==> config.mk <==
export PLATFORM = sky130hd
export DESIGN_NAME = multich_trig_capture
export DESIGN_NICKNAME = d
export VERILOG_FILES = /design/src/rtl/multich_trig_capture.sv
export SDC_FILE = /design/constraint.sdc
export NUM_CORES = 1
export LEC_CHECK = 0
export CAP_MARGIN = 10
export CORE_UTILIZATION = 61
export DETAILED_ROUTE_END_ITERATION = 8
export DONT_BUFFER_PORTS = 1
export HOLD_SLACK_MARGIN = 0.1
export PLACE_DENSITY = 0.78
export SLEW_MARGIN = 20
export SYNTH_ARGS = -nofsm -noshare
export SYNTH_HDL_FRONTEND = slang
export SYNTH_SLANG_ARGS = --single-unit
==> constraint.sdc <==
create_clock -name clk -period 6.4 [get_ports clk]
set_clock_uncertainty 0.2 [all_clocks]
set_input_delay 0.64 -clock clk [delete_from_list [all_inputs] [get_ports clk]]
set_output_delay 0.64 -clock clk [all_outputs]
set_load 0.005 [all_outputs]
==> src/rtl/multich_trig_capture.sv <==
// Multi-channel threshold trigger with pre-trigger history: on an accepted trigger
// streams PRE samples before and POST samples from the trigger cycle onward, all channels packed.
module multich_trig_capture #(
  parameter int NCH     = 2,
  parameter int DW      = 14,
  parameter int PRE     = 16,
  parameter int POST    = 48,
  parameter int HOLDOFF = 8
) (
  input  logic              clk,
  input  logic              rst,
  input  logic              enable,
  input  logic [NCH*DW-1:0] din,
  input  logic [NCH*DW-1:0] baseline,
  input  logic [DW-1:0]     thres,
  input  logic [NCH-1:0]    ch_mask,
  input  logic [1:0]        mode,
  input  logic              ext_trig,
  input  logic              sw_trig,
  input  logic              full,
  output logic              o_valid,
  output logic [NCH*DW-1:0] o_data,
  output logic              o_sof,
  output logic              o_eof,
  output logic [15:0]       evt_cnt,
  output logic [15:0]       lost_cnt,
  output logic              busy,
  output logic [1:0]        dbg_state
);

  typedef enum logic [1:0] {FILL = 2'd0, ARMED = 2'd1, CAPTURE = 2'd2, HOLD = 2'd3} state_t;

  localparam int WIN = PRE + POST;
  localparam int CW  = $clog2(WIN + HOLDOFF + 2);
  localparam int HOLD_LAST = (HOLDOFF == 0) ? 0 : HOLDOFF - 1;

  state_t            state, state_nx;
  logic [CW-1:0]     cnt, cnt_nx;
  logic [NCH-1:0]    over, over_q, hit;
  logic              ext_q, ext_edge;
  logic              int_or, int_and, trig;
  logic              accept, lost;
  logic [NCH*DW-1:0] line [PRE+1];

  // Baseline subtraction in DW+2 signed bits so a sample below baseline is negative, never over.
  for (genvar c = 0; c < NCH; c++) begin : g_ch
    logic signed [DW+1:0] diff;
    assign diff    = $signed({2'b00, din[c*DW +: DW]}) - $signed({2'b00, baseline[c*DW +: DW]});
    assign over[c] = diff > $signed({2'b00, thres});
  end

  assign hit      = over & ~over_q & ch_mask;
  assign ext_edge = ext_trig & ~ext_q;

  always_comb begin
    int_or  = |hit;
    int_and = (ch_mask != '0) && ((over & ch_mask) == ch_mask) && (|hit);
    trig    = sw_trig;
    case (mode)
      2'd0:    trig = trig | int_or;
      2'd1:    trig = trig | int_and;
      2'd2:    trig = trig | ext_edge;
      default: trig = trig | int_or | ext_edge;
    endcase
  end

  always_comb begin
    state_nx = state;
    cnt_nx   = cnt;
    accept   = 1'b0;
    lost     = 1'b0;
    case (state)
      FILL: begin
        if (cnt == CW'(PRE)) begin
          state_nx = ARMED;
          cnt_nx   = '0;
        end else begin
          cnt_nx = cnt + CW'(1);
        end
      end
      ARMED: begin
        if (trig && enable && !full) begin
          accept   = 1'b1;
          state_nx = CAPTURE;
          cnt_nx   = '0;
        end else if (trig && full) begin
          lost = 1'b1;
        end
      end
      CAPTURE: begin
        lost = trig;
        if (cnt == CW'(WIN - 1)) begin
          cnt_nx   = '0;
          state_nx = (HOLDOFF == 0) ? ARMED : HOLD;
        end else begin
          cnt_nx = cnt + CW'(1);
        end
      end
      default: begin
        lost = trig;
        if (cnt == CW'(HOLD_LAST)) begin
          cnt_nx   = '0;
          state_nx = ARMED;
        end else begin
          cnt_nx = cnt + CW'(1);
        end
      end
    endcase
  end

  // line[k] holds din from k+1 cycles ago; line[PRE] is the oldest pre-trigger sample.
  always_ff @(posedge clk) begin
    line[0] <= din;
    for (int i = 1; i <= PRE; i++) line[i] <= line[i-1];
  end

  always_ff @(posedge clk) begin
    if (rst) begin
      state    <= FILL;
      cnt      <= '0;
      over_q   <= '0;
      ext_q    <= 1'b0;
      evt_cnt  <= '0;
      lost_cnt <= '0;
    end else begin
      state  <= state_nx;
      cnt    <= cnt_nx;
      over_q <= over;
      ext_q  <= ext_trig;
      if (accept) evt_cnt <= evt_cnt + 16'd1;
      if (lost && lost_cnt != 16'hFFFF) lost_cnt <= lost_cnt + 16'd1;
    end
  end

  // o_valid has no ready: full only blocks arming, so a started window always streams to its end.
  assign o_valid   = (state == CAPTURE);
  assign o_sof     = o_valid && (cnt == '0);
  assign o_eof     = o_valid && (cnt == CW'(WIN - 1));
  assign o_data    = o_valid ? line[PRE] : '0;
  assign busy      = (state != ARMED);
  assign dbg_state = state;

endmodule

==> flow_summary.ini, run 1 <==
[sta]
maxSlewHeadroom_pct = 33.2
fin_setup_tns_ns = 0
setup_viol = 0
post-route-period-util_pct = 81.5
hold_viol = 0
fmax_ghz = 0.192
slew_violations = 0
tightest_slew_ns = 0.996
rsz0062_at_grt = no
layout_min_cycle_time_ns = 5.21

[outcome]
status = completed

[floorplanning]
io-pin-count = 146
initial_core_util_pct = 62.5
core_area_sq_um = 22700
die_w_um = 155
die_h_um = 155
dieArea_sq_um = 23900
rows = 55

[place]
hpwl_um = 13800
dp.cells = 1350
portBuffers = 0
gp_congestion = 0.869

[detailed_routing]
drtIter0Drc = 418
routedWlPerCell_um = 14.9
viasPerCell = 5.00
first_pass_iters = 4
antenna_left = 0
postRouteWirelength_um = 21800
num_vias = 7293
drc = 0

[critical_path]
cp-end-kind = flop
r2r-start = lost_cnt[7]$_SDFFE_PP0P_
r2r.worst_path.cells = 9
critPathMaxFanout = 22
required_ns = 6.62
regToRegEndpoint = lost_cnt[14]$_SDFFE_PP0P_
worstSetupPathType = input pin to flop
critPathArrivalTime_ns = 5.43
cp-start-kind = input pin
reg2reg_slack_ns = 3.17

[cts]
clock_path_buffers = 3
cts.clk_slew.worst_paths_ns = 0.07
cts_post_setup_buffers_inserted = 0
cts_root_buffer = clkbuf_16
ctsHtreeMaxLevel = 2
clk_latency_ns = 0.54
cts.sinks = 520
tritoncts = yes
cts_buffers = 44

[global_routing]
antenna_found_initial = 0
grt_pass1_vias = 7298
grt_max_degree = 43
grt_pass1_wl_um = 35100
met3_usage_pct = 4.20
grt_use_total_pct = 18.6
grt.met2_usage_pct = 33.7
grt_util_met1_pct = 21.4
grt-ovfl-total = 0
busiest_layer = met2

[min_path]
holdPathStages = 0
worstHoldStart = line[0][54]$_DFF_P_
hold_end = line[0][82]$_DFF_P_
hp-class = flop to flop

[synth]
synth_compound_area_share_pct = 7.16
ys_top_cells_by_area = dfxtp_1, ha_1, a21oi_1
synthMuxAreaShare_pct = 0.854
netlist_area_sq_um = 14200
yosys_warnings = 0
yosysTopAreaCellShare_pct = 73.3
synth_top_cell_by_area = dfxtp_1
synth_cell_types = 65
synthTopCellsByCount = dfxtp_1, ha_1, inv_1, a21oi_1, nor2_1
synth_xor_area_share_pct = 1.60
syn_nets = 1230
ys_seq_area_share_pct = 73.3
synth_edf_count = 0
yosys.cell_count.top_type = dfxtp_1
synth_async_sr_flop_share_pct = 0
synth_top_family_by_area = simple AND/OR/NAND/NOR gates
synth_flop_cell = dfxtp_1
synth_area_per_cell_sq_um = 13.2
netlist_instances = 1080
synth_simple_gate_area_share_pct = 8.59
ys_ff_latch = 520
synth_adder_area_share_pct = 6.27

[cells_and_area]
area_growth_pct = 14.8
nNetsFinal = 1291
fin_cells = 1460
fillCellCount = 1480
layout-drive-gt1-share_pct = 7.66
antennaDiodeCount = 0

[pwr]
power.density_nw_per_um2 = 395
ir_drop_mv = 0.313
leakage_nw = 6.89

[run]
max-cap-violations = 0
==> cells by family after synthesis <==
logic type               count (synthesis)
AO/OA/AOI/OAI                          146
flip-flops                             520
adder cells (fa/ha/maj)                 70
AND/OR/NAND/NOR                        225
buffers and inverters                   82
multiplexers                            11
XOR/XNOR                                26
==> sequential cells by signal (all words and copies together), names as in the netlist <==
register and count:
evt_cnt 16, lost_cnt 16, over_q 2, ext_q 1, line 476, cnt 7, dbg_state 2
==> per-stage QoR <==
stage | area [sq um] | hold WS [ns] | util, % | power (mW) | setup WS [ns]
after floorplan | 14200 | 0.110 | - | 3.73 | 1.45
after global placement | 14500 | 0.109 | 63.8 | 3.79 | 0.852
after detailed placement | 14500 | 0.112 | 63.8 | 3.81 | 0.720
after CTS | 16300 | 0.108 | 71.8 | 6.51 | 1.26
after global routing | 16300 | 0.104 | 71.8 | 6.71 | 0.819
final | 16300 | 0.115 | 71.8 | 6.45 | 1.19
==> critical path: stages <==
cell and delay (ns):
inv_1 0.02, ha_1 0.26, nor2b_1 0.12, o21ai_0 0.11
a21boi_0 0.27, o21ai_0 0.21, a211oi_1 0.37, nor3_1 0.13
o41ai_1 0.34, a21oi_1 0.12, xnor2_1 0.14, ha_1 0.29
and3_1 0.20, o311ai_0 0.15, a21oi_1 0.20, o31ai_2 0.18
a221oi_4 0.55, o21ai_2 0.34, nor4_1 0.41, mux2_2 0.38
==> layout by cell type (no fill, tap or decap), types with 4 or more instances in the layout <==
cell type / count
dfxtp_1: 520
ha_1: 68
inv_1: 67
a21oi_1: 51
nor2_1: 48
clkbuf_16: 45
dlygate4sd3_1: 29
and2_1: 28
nand2_1: 27
o21ai_0: 23
nor2b_1: 19
xnor2_1: 16
or3_1: 14
nor3_1: 14
nand3_1: 13
clkbuf_1: 13
o31ai_1: 11
nand4_1: 11
xor2_1: 10
nand2b_1: 10
or4_1: 10
and3_1: 9
clkbuf_8: 9
a21o_1: 7
nor4_1: 7
o21a_1: 5
a211oi_1: 5
o2bb2ai_1: 5
mux2_2: 5
o211ai_1: 4
mux2_1: 4
bufinv_16: 4
clkinv_2: 4
==> power by group <==
| part | internal [mW] | switching (mW) | leakage (nW) | total [mW] |
|---|---|---|---|---|
| Combinational | 0.138 | 0.178 | 1.78 | 0.315 |
| Sequential | 3.40 | 0.0408 | 4.37 | 3.44 |
| Clock | 1.58 | 1.11 | 0.735 | 2.69 |
==> what timing repair did <==
| action | CTS | global route |
|---|---|---|
| hold buffers | 30 | 0 |
| setup endpoints to repair | 0 | 0 |
| hold endpoints to repair | 63 | 0 |
| gates resized for setup | 0 | 0 |
==> final cells by class <==
type	instances	area (sq um)	area share, %
Multi-Input combinational cell	478	3480	21.3
Clock buffer	67	1300	7.96
Clock inverter	13	205	1.26
Tap cell	285	357	2.19
Sequential cell	520	10400	63.8
Timing Repair Buffer	30	310	1.90
Inverter	67	251	1.54
==> metal layers <==
layer | part of all wire [%] | up-vias
li1 | - | 3758
met5 | 0 | -
met2 | 50 | 178
met4 | 2.4 | 0
met3 | 5.3 | 46
met1 | 42 | 3311
==> worst max-delay path by stage <==
stage	cells after the start	startpoint	endpoint
6_report	20	baseline[15]	evt_cnt[7]$_SDFFE_PP0P_
5_1_grt	21	baseline[15]	lost_cnt[13]$_SDFFE_PP0P_
4_1_cts	20	baseline[15]	lost_cnt[9]$_SDFFE_PP0P_
3_5_place_dp	20	baseline[15]	lost_cnt[9]$_SDFFE_PP0P_
3_3_place_gp	20	baseline[15]	evt_cnt[7]$_SDFFE_PP0P_
2_1_floorplan	21	din[14]	lost_cnt[5]$_SDFFE_PP0P_
Note: power is estimated with default switching activity, not from simulation.
==> run 2: changes to the inputs <==
==> constraint.sdc (replaced) <==
create_clock -name clk -period 5.3 [get_ports clk]
set_clock_uncertainty 0.2 [all_clocks]
set_input_delay 0.53 -clock clk [delete_from_list [all_inputs] [get_ports clk]]
set_output_delay 0.53 -clock clk [all_outputs]
set_load 0.005 [all_outputs]
==> run 2 against run 1 <==
- register-to-register slack worse by 1.1 ns
- via count up 1.4%
- non-clock buffer count up 6
- cell area about the same
- global-route usage down 0.27 points
- first-iteration DRC count down 13%
==> flow_summary.ini, run 2 (synthesis gave the netlist of run 1 again) <==
[critical_path]
regToRegEndpoint = lost_cnt[14]$_SDFFE_PP0P_
cp_top_family = compound AO/OA/AOI/OAI gates
path_cells = inv_1, ha_1, fa_1, nor2b_2, o2111ai_1, and3_1, o31ai_1, a21oi_1, o21ai_0, xor2_1, ha_1, and3_1, nand2_1, o32ai_1, a21oi_1, o31ai_2, o221ai_4, o21ai_2, nor4_1, mux2_1
timing.critical_path.buf_inv = 1
critPathArrivalTime_ns = 5.01
cp-start-kind = input pin
r2r-start = lost_cnt[7]$_SDFFE_PP0P_
cp-end-kind = flop
reg2reg_slack_ns = 2.09
r2r.worst_path.cells = 9
crit_slowest_cell = fa_1
required_ns = 5.51
critPathMaxFanout = 18
critPathMaxStageDelay_ns = 0.42
worstSetupPathType = input pin to flop

[min_path]
hp-class = flop to flop
worstHoldStart = line[0][159]$_DFF_P_
hold_end = line[0][187]$_DFF_P_
holdPathStages = 0

[cells_and_area]
final_cell_mix = dfxtp_1, ha_1, inv_1, a21oi_1, nor2_1
nNetsFinal = 1297
multiInputGateArea_sq_um = 3480
top_regs = line (476), evt_cnt (16), lost_cnt (16)
antennaDiodeCount = 0
top_register = line
largest_register_ffs = 476
final_common_cell = dfxtp_1
area_growth_pct = 14.9
layout-drive-gt1-share_pct = 8.04
seqCellArea_sq_um = 10400
fillCellCount = 1529

[detailed_routing]
routedWlPerCell_um = 15.0
drc = 0
postRouteWirelength_um = 22000
num_vias = 7398
drtIter0Drc = 362
first_pass_iters = 5
antenna_left = 0
viasPerCell = 5.04

[outcome]
status = completed

[cts]
cts.clk_slew.worst_paths_ns = 0.07
cts_post_setup_buffers_inserted = 0
tritoncts = yes
cts_root_buffer = clkbuf_16
ctsHtreeMaxLevel = 2
cts_buffers = 44
clk_latency_ns = 0.54
clock_path_buffers = 3
cts.sinks = 520

[floorplanning]
core_area_sq_um = 22700
initial_core_util_pct = 62.5
io-pin-count = 146
die_h_um = 155
dieArea_sq_um = 23900
rows = 55
die_w_um = 155

[pwr]
power.density_nw_per_um2 = 473
leakage_nw = 6.90
ir_drop_mv = 0.355

[place]
portBuffers = 0
gp_congestion = 0.850
hpwl_um = 14200

[sta]
rsz0062_at_grt = no
setup_viol = 0
fmax_ghz = 0.209
slew_violations = 0
hold_ws_ns = 0.117
tightest_slew_ns = 0.995
maxSlewHeadroom_pct = 33.2
hold_viol = 0
layout_min_cycle_time_ns = 4.79
fin_setup_tns_ns = 0
post-route-period-util_pct = 90.5

[global_routing]
grt_use_total_pct = 18.4
grt-ovfl-total = 0
grt_util_met1_pct = 21.4
grt.met2_usage_pct = 33.2
busiest_layer = met2
antenna_found_initial = 0
grt_pass1_vias = 7243
met3_usage_pct = 4.23
grt_max_degree = 60
grt_pass1_wl_um = 34700

[run]
max-cap-violations = 0
-- run 2: cell count changes in the layout (fill, tap and decap cells not counted) --
cell | previous run | this run
buf_4 | 0 | 6
bufinv_16 | 4 | 3
clkbuf_1 | 13 | 15
clkbuf_8 | 9 | 8
clkinv_2 | 4 | 7
clkinv_4 | 1 | 0
inv_6 | 1 | 0
-- run 2: how the worst max path moves through the flow --
stage | start | slack (ns) | to | depth (start not counted)
after floorplan | din[14] | 0.46 | lost_cnt[5]$_SDFFE_PP0P_ | 21
after global placement | din[14] | 0.10 | lost_cnt[3]$_SDFFE_PP0P_ | 20
after detailed placement | din[14] | 0.05 | lost_cnt[14]$_SDFFE_PP0P_ | 21
after CTS | baseline[15] | 0.58 | lost_cnt[13]$_SDFFE_PP0P_ | 20
after global routing | din[14] | 0.05 | lost_cnt[15]$_SDFFE_PP0P_ | 20
final | din[14] | 0.51 | lost_cnt[13]$_SDFFE_PP0P_ | 20
-- run 2: metal layers --
| layer | share of wire (%) | up-vias |
|---|---|---|
| met5 | 0 | - |
| li1 | - | 3771 |
| met1 | 42 | 3374 |
| met4 | 2.0 | 0 |
| met2 | 51 | 207 |
| met3 | 5.3 | 46 |
-- run 2: layout make-up --
cell class                      instances  area share (%)
Clock inverter                         13            1.06
Timing Repair Buffer                   36            2.18
Inverter                               67            1.54
Tap cell                              285            2.19
Clock buffer                           68            7.92
Sequential cell                       520            63.8
Multi-Input combinational cell        478            21.3
-- run 2: stage by stage --
step	instance area (sq um)	setup WS (ns)	utilization [%]	total power [mW]	cells
6_report	16300	0.505	71.8	7.72	1467
2_1_floorplan	14200	0.456	-	4.51	1080
3_3_place_gp	14500	0.104	64.0	4.59	1356
5_1_grt	16300	0.0464	71.8	8.02	1467
4_1_cts	16300	0.579	71.8	7.80	1467
3_5_place_dp	14500	0.0517	64.0	4.60	1356
-- run 2: timing repair --
item	in CTS	in global routing
hold buffers	30	0
endpoints found under the hold margin	72	0
resized for setup	0	0
-- run 2: power breakdown --
group | internal [mW] | switching [mW] | leakage (nW)
sequential | 4.11 | 0.0503 | 4.37
clock | 1.84 | 1.32 | 0.719
combinational | 0.172 | 0.224 | 1.81
==> run 3: changes to the inputs <==
--- a/config.mk
+++ b/config.mk
@@ -5,7 +5,9 @@
 export SDC_FILE = /design/constraint.sdc
 export NUM_CORES = 1
 export LEC_CHECK = 0
+export ABC_AREA = 1
 export CAP_MARGIN = 10
+export CORE_MARGIN = 4
 export CORE_UTILIZATION = 61
 export DETAILED_ROUTE_END_ITERATION = 8
 export DONT_BUFFER_PORTS = 1
==> constraint.sdc (replaced) <==
create_clock -name clk -period 5.48 [get_ports clk]
set_clock_uncertainty 0.2 [all_clocks]
set_input_delay 0.548 -clock clk [delete_from_list [all_inputs] [get_ports clk]]
set_output_delay 0.548 -clock clk [all_outputs]
set_load 0.005 [all_outputs]
==> run 3 against run 2 <==
- clock-buffer cell count decreased by 7
- combinational power increased by 64%
- cell area up 2.8%
- sequential share of layout area decreased by 1.7 points
- die area up 11%
- utilization down 0.40 points
- largest power group unchanged
- critical path type unchanged
- sequential power down 2%
- first-iteration DRC count grew 21%
==> flow_summary.ini, run 3 <==
[cts]
tritoncts = yes
ctsHtreeMaxLevel = 2
clk_latency_ns = 0.54
cts.sinks = 520
clock_path_buffers = 3
cts_buffers = 46
cts_root_buffer = clkbuf_16
cts.clk_slew.worst_paths_ns = 0.06
cts_resized = 0

[pwr]
seqPwrFrac_pct = 52.0
leakage_nw = 7.63
power_frac_clock_pct = 39.7
swShare_pct = 23.1
combPwrFrac_pct = 8.3
power.density_nw_per_um2 = 467
p_int_mw = 6.02
ir_drop_mv = 0.346
p_total_mw = 7.83
switchingPower_mw = 1.81

[synth]
synth_cell_types = 39
ys_top_cells_by_area = dfxtp_1, ha_1, nand2_1
yosys.cell_count.top_type = dfxtp_1
ys_seq_area_share_pct = 71.4
synth_edf_count = 0
synth_top_cell_by_area = dfxtp_1
synth_flop_cell = dfxtp_1
synthTopCellsByCount = dfxtp_1, nand2_1, inv_1, nor2_1, ha_1
netlist_instances = 1288
ys_ff_latch = 520
netlist_area_sq_um = 14600
yosys_warnings = 0
synth_async_sr_flop_share_pct = 0
yosysTopAreaCellShare_pct = 71.4
synth_area_per_cell_sq_um = 11.3
syn_nets = 1438

[critical_path]
worstSetupPathType = input pin to flop
crit_slowest_cell = dlygate4sd3_1
timing.critical_path.buf_inv = 4
cp-end-kind = flop
critPathMaxFanout = 18
cp_top_family = compound AO/OA/AOI/OAI gates
cp-start-kind = input pin
required_ns = 5.71
critPathMaxStageDelay_ns = 0.55
startpoint = baseline[16]
critPathArrivalTime_ns = 5.22
r2r-start = lost_cnt[0]$_SDFFE_PP0P_

[floorplanning]
dieArea_sq_um = 26500
die_w_um = 163
io-pin-count = 146
core_area_sq_um = 23500
die_h_um = 163
initial_core_util_pct = 62.2
rows = 56

[cells_and_area]
final_common_cell = dfxtp_1
nNetsFinal = 1506
top_register = line
largest_register_ffs = 476
area_growth_pct = 15.0
antennaDiodeCount = 0
fillCellCount = 1646
finalInstanceArea_sq_um = 16800
multiInputGateArea_sq_um = 3440
seqCellArea_sq_um = 10400
final_cell_mix = dfxtp_1, nand2_1, inv_1, nor2_1, ha_1
layout-drive-gt1-share_pct = 7.89
fin_cells = 1713
top_regs = line (476), evt_cnt (16), lost_cnt (16)

[sta]
rsz0062_at_grt = no
layout_min_cycle_time_ns = 4.98
setup_viol = 0
post-route-period-util_pct = 91.0
maxSlewHeadroom_pct = 60.2
slew_violations = 0
hold_ws_ns = 0.120
tightest_slew_ns = 0.596
fmax_ghz = 0.201
fin_setup_tns_ns = 0
hold_viol = 0

[detailed_routing]
drtIter0Drc = 438
routedWlPerCell_um = 12.8
antenna_left = 0
viasPerCell = 4.66
postRouteWirelength_um = 22000
num_vias = 7979
first_pass_iters = 4
drc = 0

[global_routing]
grt_pass1_vias = 7971
grt_max_degree = 32
antenna_found_initial = 0
grt-ovfl-total = 0
grt_use_total_pct = 17.0
grt_pass1_wl_um = 36700

[place]
gp_congestion = 0.826
portBuffers = 0
hpwl_um = 14600
dpl_cell_area_sq_um = 14900
dp.cells = 1595

[min_path]
worstHoldStart = line[0][131]$_DFF_P_
hp-class = flop to flop

[outcome]
status = completed

[run]
max-cap-violations = 0
[run 3: cell count changes in the layout (fill, tap and decap cells not counted), sizes merged, moves of 20 or more]
cell   delta
nand2   +183
inv     +106
and2     -27
nor2     +26
nand3    +21
xor2     +21
nor2b    -20
[run 3: layout make-up]
type                       count  area share [%]
inverter                     174            3.89
timing repair buffer          33            2.01
multi-input combinational    581            20.5
clock inverter                25            1.54
clock buffer                  61            7.56
sequential                   520            62.1
tap                          319            2.38
[run 3: layer usage]
metal	routed length [um]	GRT usage, %	vias to the layer above
li1	-	-	4149
met1	8990	19.2	3550
met2	10700	29.8	220
met3	1480	5.21	60
met4	786	7.28	0
met5	0	0	-
[run 3: worst paths after layout]
kind,end,slack (ns),cells past startpoint
worst max-delay path,lost_cnt[10]$_SDFFE_PP0P_,0.50,28
worst min register to register,line[0][159]$_DFF_P_,0.12,0
worst min-delay path,line[0][159]$_DFF_P_,0.12,0
worst max register to register,lost_cnt[10]$_SDFFE_PP0P_,2.34,10
[run 3: power by group through the flow]
stage	logic (mW)	registers [mW]	clock network, mW
after floorplan	0.523	4.13	0
after global placement	0.601	4.14	0
after detailed placement	0.628	4.15	0
after CTS	0.657	4.07	3.20
after global routing	0.754	4.09	3.36
final	0.653	4.07	3.11
[run 3: logic make-up (layout without fill, tap and decap cells)]
| logic type | after synthesis | after routing | synth area share [%] |
|---|---|---|---|
| buffers and inverters | 187 | 293 | 5.05 |
| xor gates and xnor gates | 49 | 49 | 2.94 |
| and+or+nand+nor | 358 | 358 | 10.4 |
| AOI/OAI and AO/OA | 104 | 104 | 4.14 |
| DFF | 520 | 520 | 71.4 |
| adders and majority gates | 70 | 70 | 6.11 |
[run 3: repair_timing]
action                                 4_1_cts  5_1_grt
endpoints found under the hold margin       56        0
hold buffers                                32        0
buffers inserted                             0        0
[run 3: per-stage QoR]
stage | worst slack (ns) | utilization [%]
finish | 0.495 | 71.4
global route | 0.0309 | 71.4
CTS | 0.515 | 71.4
detailed placement | 0.474 | 63.5
global placement | 0.723 | 63.5
floorplan | 1.28 | -
